--- src/rtl/cache_mem_bridge_if.sv ---
// Bus bundle between a cache line, the memory bridge and main memory.
// Line-side requests/returns, memory-side handshake and status flags.
interface cache_mem_bridge_if #(
  parameter int ADDRBITS = 32,
  parameter int DATABITS = 32
);
  logic [ADDRBITS-1:0] line_mem_addr;
  logic [DATABITS-1:0] line_mem_in;
  logic                line_mem_wrreq;
  logic                line_mem_rdreq;
  logic [DATABITS-1:0] line_mem_out;
  logic                line_mem_out_valid;
  logic                line_pause;
  logic [ADDRBITS-1:0] ram_addr;
  logic [DATABITS-1:0] ram_wdata;
  logic                ram_wrreq;
  logic                ram_rdreq;
  logic                ram_ready;
  logic [DATABITS-1:0] ram_rdata;
  logic                ram_rdata_valid;
  logic                bridge_idle;
  logic                bridge_overflow;
  logic                bridge_error;

  modport slave (
    input  line_mem_addr, line_mem_in,
    input  line_mem_wrreq, line_mem_rdreq,
    input  ram_ready, ram_rdata, ram_rdata_valid,
    output line_mem_out, line_mem_out_valid,
    output line_pause,
    output ram_addr, ram_wdata,
    output ram_wrreq, ram_rdreq,
    output bridge_idle, bridge_overflow,
    output bridge_error
  );

  modport master (
    output line_mem_addr, line_mem_in,
    output line_mem_wrreq, line_mem_rdreq,
    output ram_ready, ram_rdata, ram_rdata_valid,
    input  line_mem_out, line_mem_out_valid,
    input  line_pause,
    input  ram_addr, ram_wdata,
    input  ram_wrreq, ram_rdreq,
    input  bridge_idle, bridge_overflow,
    input  bridge_error
  );
endinterface

--- src/rtl/cache_mem_bridge.sv ---
// Request FIFO between a cache line and main memory.
// In-order issue, bounded outstanding reads, registered read return.
module cache_mem_bridge #(
  parameter int ADDRBITS       = 32,
  parameter int DATABITS       = 32,
  parameter int FIFOBITS       = 5,
  parameter int PAUSE_MARGIN   = 2,
  parameter int MAXOUTSTANDING = 4
) (
  input logic               clk,
  input logic               reset,
  cache_mem_bridge_if.slave bus
);
  localparam int DEPTH = 1 << FIFOBITS;
  localparam logic [FIFOBITS:0] LP_DEPTH =
    (FIFOBITS+1)'(DEPTH);
  localparam logic [FIFOBITS:0] LP_MARGIN =
    (FIFOBITS+1)'(PAUSE_MARGIN);
  localparam logic [3:0] LP_MAXO =
    4'(MAXOUTSTANDING);

  logic                r_op   [DEPTH];
  logic [ADDRBITS-1:0] r_addr [DEPTH];
  logic [DATABITS-1:0] r_data [DEPTH];

  logic [FIFOBITS-1:0] r_wptr;
  logic [FIFOBITS-1:0] r_rptr;
  logic [FIFOBITS:0]   r_cnt;
  logic [3:0]          r_outst;
  logic [DATABITS-1:0] r_out;
  logic                r_out_valid;
  logic                r_pause;
  logic                r_idle;
  logic                r_ovf;
  logic                r_err;

  logic                w_req_any;
  logic                w_full;
  logic                w_push;
  logic                w_nonempty;
  logic                w_head_op;
  logic                w_wrreq;
  logic                w_rdreq;
  logic                w_pop;
  logic                w_issue;
  logic                w_ret_ok;
  logic                w_ret_bad;
  logic [FIFOBITS:0]   w_cnt_nxt;
  logic [FIFOBITS:0]   w_free_nxt;
  logic [3:0]          w_outst_nxt;

  // A simultaneous wr+rd keeps the write; a pop never frees room for this cycle's push.
  always_comb begin
    w_req_any = bus.line_mem_wrreq | bus.line_mem_rdreq;
    w_full    = (r_cnt == LP_DEPTH);
    w_push    = w_req_any & ~w_full;
    w_nonempty = (r_cnt != '0);
    w_head_op  = r_op[r_rptr];
    w_wrreq = w_nonempty & w_head_op;
    w_rdreq = w_nonempty & ~w_head_op
            & (r_outst < LP_MAXO);
    w_pop   = (w_wrreq | w_rdreq) & bus.ram_ready;
    w_issue = w_rdreq & bus.ram_ready;
    w_ret_ok = bus.ram_rdata_valid
             & ((r_outst != '0) | w_issue);
    w_ret_bad = bus.ram_rdata_valid & ~w_ret_ok;
    w_cnt_nxt = r_cnt
              + {{FIFOBITS{1'b0}}, w_push}
              - {{FIFOBITS{1'b0}}, w_pop};
    w_free_nxt = LP_DEPTH - w_cnt_nxt;
    w_outst_nxt = r_outst
                + {3'b000, w_issue}
                - {3'b000, w_ret_ok};
  end

  // Entry storage needs no reset: only slots below the count are ever read.
  always_ff @(posedge clk) begin
    if (w_push) begin
      r_op[r_wptr]   <= bus.line_mem_wrreq;
      r_addr[r_wptr] <= bus.line_mem_addr;
      r_data[r_wptr] <= bus.line_mem_in;
    end
  end

  // Pointers, occupancy and outstanding-read bookkeeping.
  always_ff @(posedge clk or posedge reset) begin
    if (reset) begin
      r_wptr  <= '0;
      r_rptr  <= '0;
      r_cnt   <= '0;
      r_outst <= '0;
    end else begin
      if (w_push) r_wptr <= r_wptr + 1'b1;
      if (w_pop)  r_rptr <= r_rptr + 1'b1;
      r_cnt   <= w_cnt_nxt;
      r_outst <= w_outst_nxt;
    end
  end

  // Registered read return and status flags.
  always_ff @(posedge clk or posedge reset) begin
    if (reset) begin
      r_out       <= '0;
      r_out_valid <= 1'b0;
      r_pause     <= 1'b0;
      r_idle      <= 1'b1;
      r_ovf       <= 1'b0;
      r_err       <= 1'b0;
    end else begin
      r_out_valid <= w_ret_ok;
      if (w_ret_ok) r_out <= bus.ram_rdata;
      r_pause <= (w_free_nxt <= LP_MARGIN);
      r_idle  <= (w_cnt_nxt == '0)
               & (w_outst_nxt == '0);
      if (w_req_any & w_full) r_ovf <= 1'b1;
      if ((bus.line_mem_wrreq & bus.line_mem_rdreq)
          | w_ret_bad)
        r_err <= 1'b1;
    end
  end

  assign bus.ram_wrreq = w_wrreq;
  assign bus.ram_rdreq = w_rdreq;
  assign bus.ram_addr  =
    w_nonempty ? r_addr[r_rptr] : '0;
  assign bus.ram_wdata =
    w_nonempty ? r_data[r_rptr] : '0;

  assign bus.line_mem_out       = r_out;
  assign bus.line_mem_out_valid = r_out_valid;
  assign bus.line_pause         = r_pause;
  assign bus.bridge_idle        = r_idle;
  assign bus.bridge_overflow    = r_ovf;
  assign bus.bridge_error       = r_err;
endmodule

--- src/flat_wrapper.sv ---
// flat-port wrapper written by rule: the top's interface ports become plain ports
module cache_mem_bridge_flat 
#(
  parameter int ADDRBITS       = 32,
  parameter int DATABITS       = 32,
  parameter int FIFOBITS       = 5,
  parameter int PAUSE_MARGIN   = 2,
  parameter int MAXOUTSTANDING = 4
)
  (clk, reset, bus_line_mem_addr, bus_line_mem_in, bus_line_mem_wrreq, bus_line_mem_rdreq, bus_ram_ready, bus_ram_rdata, bus_ram_rdata_valid, bus_line_mem_out, bus_line_mem_out_valid, bus_line_pause, bus_ram_addr, bus_ram_wdata, bus_ram_wrreq, bus_ram_rdreq, bus_bridge_idle, bus_bridge_overflow, bus_bridge_error);
  cache_mem_bridge_if #(.ADDRBITS(ADDRBITS), .DATABITS(DATABITS)) bus_i ();
  input logic clk;
  input logic reset;
  input wire logic [$bits(bus_i.line_mem_addr)-1:0] bus_line_mem_addr;
  input wire logic [$bits(bus_i.line_mem_in)-1:0] bus_line_mem_in;
  input wire logic [$bits(bus_i.line_mem_wrreq)-1:0] bus_line_mem_wrreq;
  input wire logic [$bits(bus_i.line_mem_rdreq)-1:0] bus_line_mem_rdreq;
  input wire logic [$bits(bus_i.ram_ready)-1:0] bus_ram_ready;
  input wire logic [$bits(bus_i.ram_rdata)-1:0] bus_ram_rdata;
  input wire logic [$bits(bus_i.ram_rdata_valid)-1:0] bus_ram_rdata_valid;
  output wire logic [$bits(bus_i.line_mem_out)-1:0] bus_line_mem_out;
  output wire logic [$bits(bus_i.line_mem_out_valid)-1:0] bus_line_mem_out_valid;
  output wire logic [$bits(bus_i.line_pause)-1:0] bus_line_pause;
  output wire logic [$bits(bus_i.ram_addr)-1:0] bus_ram_addr;
  output wire logic [$bits(bus_i.ram_wdata)-1:0] bus_ram_wdata;
  output wire logic [$bits(bus_i.ram_wrreq)-1:0] bus_ram_wrreq;
  output wire logic [$bits(bus_i.ram_rdreq)-1:0] bus_ram_rdreq;
  output wire logic [$bits(bus_i.bridge_idle)-1:0] bus_bridge_idle;
  output wire logic [$bits(bus_i.bridge_overflow)-1:0] bus_bridge_overflow;
  output wire logic [$bits(bus_i.bridge_error)-1:0] bus_bridge_error;
  assign bus_i.line_mem_addr = bus_line_mem_addr;
  assign bus_i.line_mem_in = bus_line_mem_in;
  assign bus_i.line_mem_wrreq = bus_line_mem_wrreq;
  assign bus_i.line_mem_rdreq = bus_line_mem_rdreq;
  assign bus_i.ram_ready = bus_ram_ready;
  assign bus_i.ram_rdata = bus_ram_rdata;
  assign bus_i.ram_rdata_valid = bus_ram_rdata_valid;
  assign bus_line_mem_out = bus_i.line_mem_out;
  assign bus_line_mem_out_valid = bus_i.line_mem_out_valid;
  assign bus_line_pause = bus_i.line_pause;
  assign bus_ram_addr = bus_i.ram_addr;
  assign bus_ram_wdata = bus_i.ram_wdata;
  assign bus_ram_wrreq = bus_i.ram_wrreq;
  assign bus_ram_rdreq = bus_i.ram_rdreq;
  assign bus_bridge_idle = bus_i.bridge_idle;
  assign bus_bridge_overflow = bus_i.bridge_overflow;
  assign bus_bridge_error = bus_i.bridge_error;
  cache_mem_bridge #(.ADDRBITS(ADDRBITS), .DATABITS(DATABITS), .FIFOBITS(FIFOBITS), .PAUSE_MARGIN(PAUSE_MARGIN), .MAXOUTSTANDING(MAXOUTSTANDING)) u_core (.clk(clk), .reset(reset), .bus(bus_i));
endmodule
--- config.mk ---
export PLATFORM = sky130hd
export DESIGN_NAME = cache_mem_bridge_flat
export DESIGN_NICKNAME = d
export VERILOG_FILES = /design/src/rtl/cache_mem_bridge_if.sv /design/src/rtl/cache_mem_bridge.sv /design/src/flat_wrapper.sv
export SDC_FILE = /design/constraint.sdc
export NUM_CORES = 2
export LEC_CHECK = 0
export CORE_ASPECT_RATIO = 1.1
export CORE_MARGIN = 5
export CORE_UTILIZATION = 30
export CTS_BUF_LIST = sky130_fd_sc_hd__clkbuf_8
export DETAILED_ROUTE_END_ITERATION = 8
export HOLD_SLACK_MARGIN = 0.02
export PLACE_DENSITY = 0.46
export SYNTH_ARGS = -nofsm -noshare
export SYNTH_HDL_FRONTEND = slang
export SYNTH_SLANG_ARGS = --single-unit
--- constraint.sdc ---
create_clock -name clk -period 5.4 [get_ports clk]
set_input_delay 1.08 -clock clk [delete_from_list [all_inputs] [get_ports clk]]
set_output_delay 1.08 -clock clk [all_outputs]
set_load 0.03 [all_outputs]
==> impl_metrics.tcl <==
set metrics [dict create \
    status "finished, final reports clean" \
    final_common_cell "edfxtp_1" \
    ant_nets 0 \
    postPlaceCellArea_mm2 0.0898 \
    fmax_ghz 0.191 \
    postLayoutCellArea_mm2 0.0968 \
    die_x_um 509 \
    finClkSkew_ns 0.0512 \
    fin_crit_ns 5.22 \
    fin_crit_sh 0.967 \
    async_reset_ff_frac 0.0267 \
    syn_to_final_growth_pct 17.8 \
    via_per_inst 4.91 \
    crit_fanout 29 \
    ys_warn_count 0 \
    clockRootBuffer "clkbuf_8" \
    routed_wirelength_um 230000 \
    synth_cells 3510 \
    regArea_mm2 0.0639 \
    vdd_drop_max_v 0.000385 \
    most-common-layout-cells "edfxtp_1 (2080), mux4_2 (588), clkbuf_8 (369), clkdlybuf4s50_1 (181), inv_1 (161)" \
    critPathKind "register to primary output" \
    rows 201 \
    grt_first_pass_wirelength_um 321000 \
    dp_hpwl_um 110000 \
    vias 39108 \
    cts_buffer_depth 4 \
    initial_core_util 0.301 \
    dieArea_mm2 0.284 \
    antenna_found_initial 26 \
    cts_tree "done" \
    synth.ff_latch_count 2137 \
    arrival_ns 4.14 \
    multi_input_comb_area_mm2 0.0176 \
    place.gp.congestion 0.695 \
    synth_flop_cell "edfxtp_1" \
    relSlewSlack 0.227 \
    rsz0062_at_grt "false" \
    cp-end-kind "primary output" \
    grt_start_max_net_pins 78 \
    ios 205 \
    cts_max_level 5 \
    synth_edf_count 2080 \
    cts.sinks 2137 \
    synth_seq_area_share 0.778 \
    clk_latency_ns 0.95 \
    drive_gt1_frac 0.292 \
    finalHoldViolCount 0 \
    drcViolationCount 0 \
    maxCapViolCount 0 \
    track_usage 0.159 \
    firstDrtPassIters 7 \
    drt-initial-drc-count 2827 \
    ctsHoldBuffers 0 \
    synth_area_per_cell_um2 23.4 \
    coreArea_mm2 0.273 \
    synth_cell_types 46 \
    setup_viol 0 \
    required_ns 4.32 \
    synth_area_mm2 0.0821 \
    finalMaxSlewViolations 0 \
    power.total_uw 51600 \
    port_buffers 204 \
    die_h_um 559 \
    holdWs_ns 0.478 \
    grt_overflow 0 \
    grt_pass1_vias 41627 \
    wl_per_cell_um 28.9 \
    power.density_mw_per_mm2 534 \
    p_leak_uw 0.0308 \
    cts_buffers 361 \
    start_kind "register" \
    fin_nets 4163 \
    clk_pin_slew_ns 0.06 \
    hold_path.class "register to register" \
    synth_fp_nets 3635 \
    worst_pin_slew_ns 1.16 \
    fillers 25371 \
]
through the flow:
step / instances / utilization / setup TNS [ns] / setup slack (ns)
floorplan: 3510 / - / 0 / 0.287
global placement: 7307 / 0.329 / 0 / 0.621
detailed placement: 7307 / 0.329 / 0 / 0.660
CTS: 7947 / 0.354 / -0.0386 / -0.0113
global route: 7954 / 0.355 / 0 / 0.00496
finish: 7958 / 0.355 / 0 / 0.177
final cells by class:
type	instances	share of cell area
inverters	31	0.00125
clock inverters	255	0.0128
multi-input cells	1152	0.182
flip-flops and latches	2137	0.660
repair buffers	355	0.0440
diodes	5	0.000129
well taps	3654	0.0472
clock buffers	369	0.0525
routing by layer:
metal | vias to the layer above | global-route usage | share of wire
met5 | - | 0 | 0.00046
met3 | 323 | 0.0299 | 0.052
met2 | 1059 | 0.269 | 0.50
met4 | 18 | 0.0374 | 0.018
li1 | 16028 | - | -
met1 | 21680 | 0.212 | 0.43
kinds of logic after synthesis:
logic type	count (synthesis)	share of synthesized area
flip-flops	2137	0.778
multiplexers	717	0.179
XOR/XNOR	12	0.00128
adder cells (fa/ha/maj)	23	0.00369
AO/OA/AOI/OAI	143	0.0125
AND/OR/NAND/NOR	257	0.0137
buffers and inverters	221	0.0120
critical path, stage by stage, from the launching register on:
cell             delay [ns]
dfrtp_4                0.55
buf_12                 0.22
bufbuf_16              0.44
mux4_2                 0.55
mux4_2                 0.46
a21oi_1                0.18
nor2_1                 0.12
clkdlybuf4s50_1        0.64
synthesized netlist by cell type (2+ instances only):
cell type / count / area share
o21ai_0: 4 / 0.00024
a2111oi_0: 3 / 0.00032
mux2_1: 4 / 0.00055
inv_1: 30 / 0.0014
a21o_1: 5 / 0.00046
o21ai_2: 2 / 0.00021
a31oi_1: 3 / 0.00023
nand4_1: 2 / 0.00015
a211oi_1: 41 / 0.0037
dfrtp_1: 56 / 0.017
o21bai_1: 2 / 0.00018
xor2_1: 6 / 0.00064
mux2i_1: 95 / 0.012
a211o_1: 2 / 0.00021
nor2_1: 101 / 0.0046
a311oi_1: 37 / 0.0039
clkbuf_1: 96 / 0.0044
mux4_2: 588 / 0.16
buf_1: 16 / 0.00073
and3_1: 2 / 0.00015
ha_1: 21 / 0.0032
or4_1: 2 / 0.00018
nand3b_1: 3 / 0.00027
nor3_1: 2 / 0.00012
xnor2_1: 6 / 0.00064
buf_6: 4 / 0.00055
edfxtp_1: 2080 / 0.76
nand3_1: 3 / 0.00018
buf_4: 14 / 0.0013
nor2b_1: 42 / 0.0032
mux2_4: 29 / 0.0053
a21oi_1: 42 / 0.0026
buf_2: 60 / 0.0037
nand2_1: 94 / 0.0043
fa_1: 2 / 0.00049
registers in the layout, indices dropped and copies added, names as in the netlist:
name                           count
u_core.r_addr                   1024
u_core.r_cnt                       6
u_core.bus.line_pause              1
u_core.bus.line_mem_out_valid      1
u_core.r_outst                     4
u_core.r_data                   1024
u_core.r_op                       32
u_core.bus.line_mem_out           32
u_core.bus.bridge_error            1
u_core.bus.bridge_idle             1
u_core.bus.bridge_overflow         1
u_core.r_rptr                      5
u_core.r_wptr                      5
path summary, 6_finish.rpt:
path,start,end,slack (ns),depth (start not counted)
max,u_core.r_rptr[0]$_DFFE_PP0P_,bus_ram_wdata[24],0.18,7
min,u_core.bus.bridge_overflow$_DFFE_PP0P_,u_core.bus.bridge_overflow$_DFFE_PP0P_,0.48,1
max reg2reg,u_core.r_rptr[0]$_DFFE_PP0P_,u_core.bus.line_pause$_DFF_PP0_,0.82,17
min reg2reg,u_core.bus.bridge_overflow$_DFFE_PP0P_,u_core.bus.bridge_overflow$_DFFE_PP0P_,0.48,1
max in group asynchronous,reset,u_core.r_rptr[3]$_DFFE_PP0P_,3.96,3
min in group asynchronous,reset,u_core.r_cnt[2]$_DFF_PP0_,0.50,2
timing repair:
item	CTS	global route
setup endpoints to repair	62	29
cloned	6	4
buffers inserted	10	2
gates resized for setup	49	11
power by group:
group / internal [µW] / switching [µW] / leakage (µW) / total, µW
registers: 19900 / 525 / 0.0194 / 20400
logic: 7910 / 10300 / 0.00770 / 18200
clock network: 6610 / 6390 / 0.00370 / 13000
Note: power is estimated with default switching activity, not from simulation.
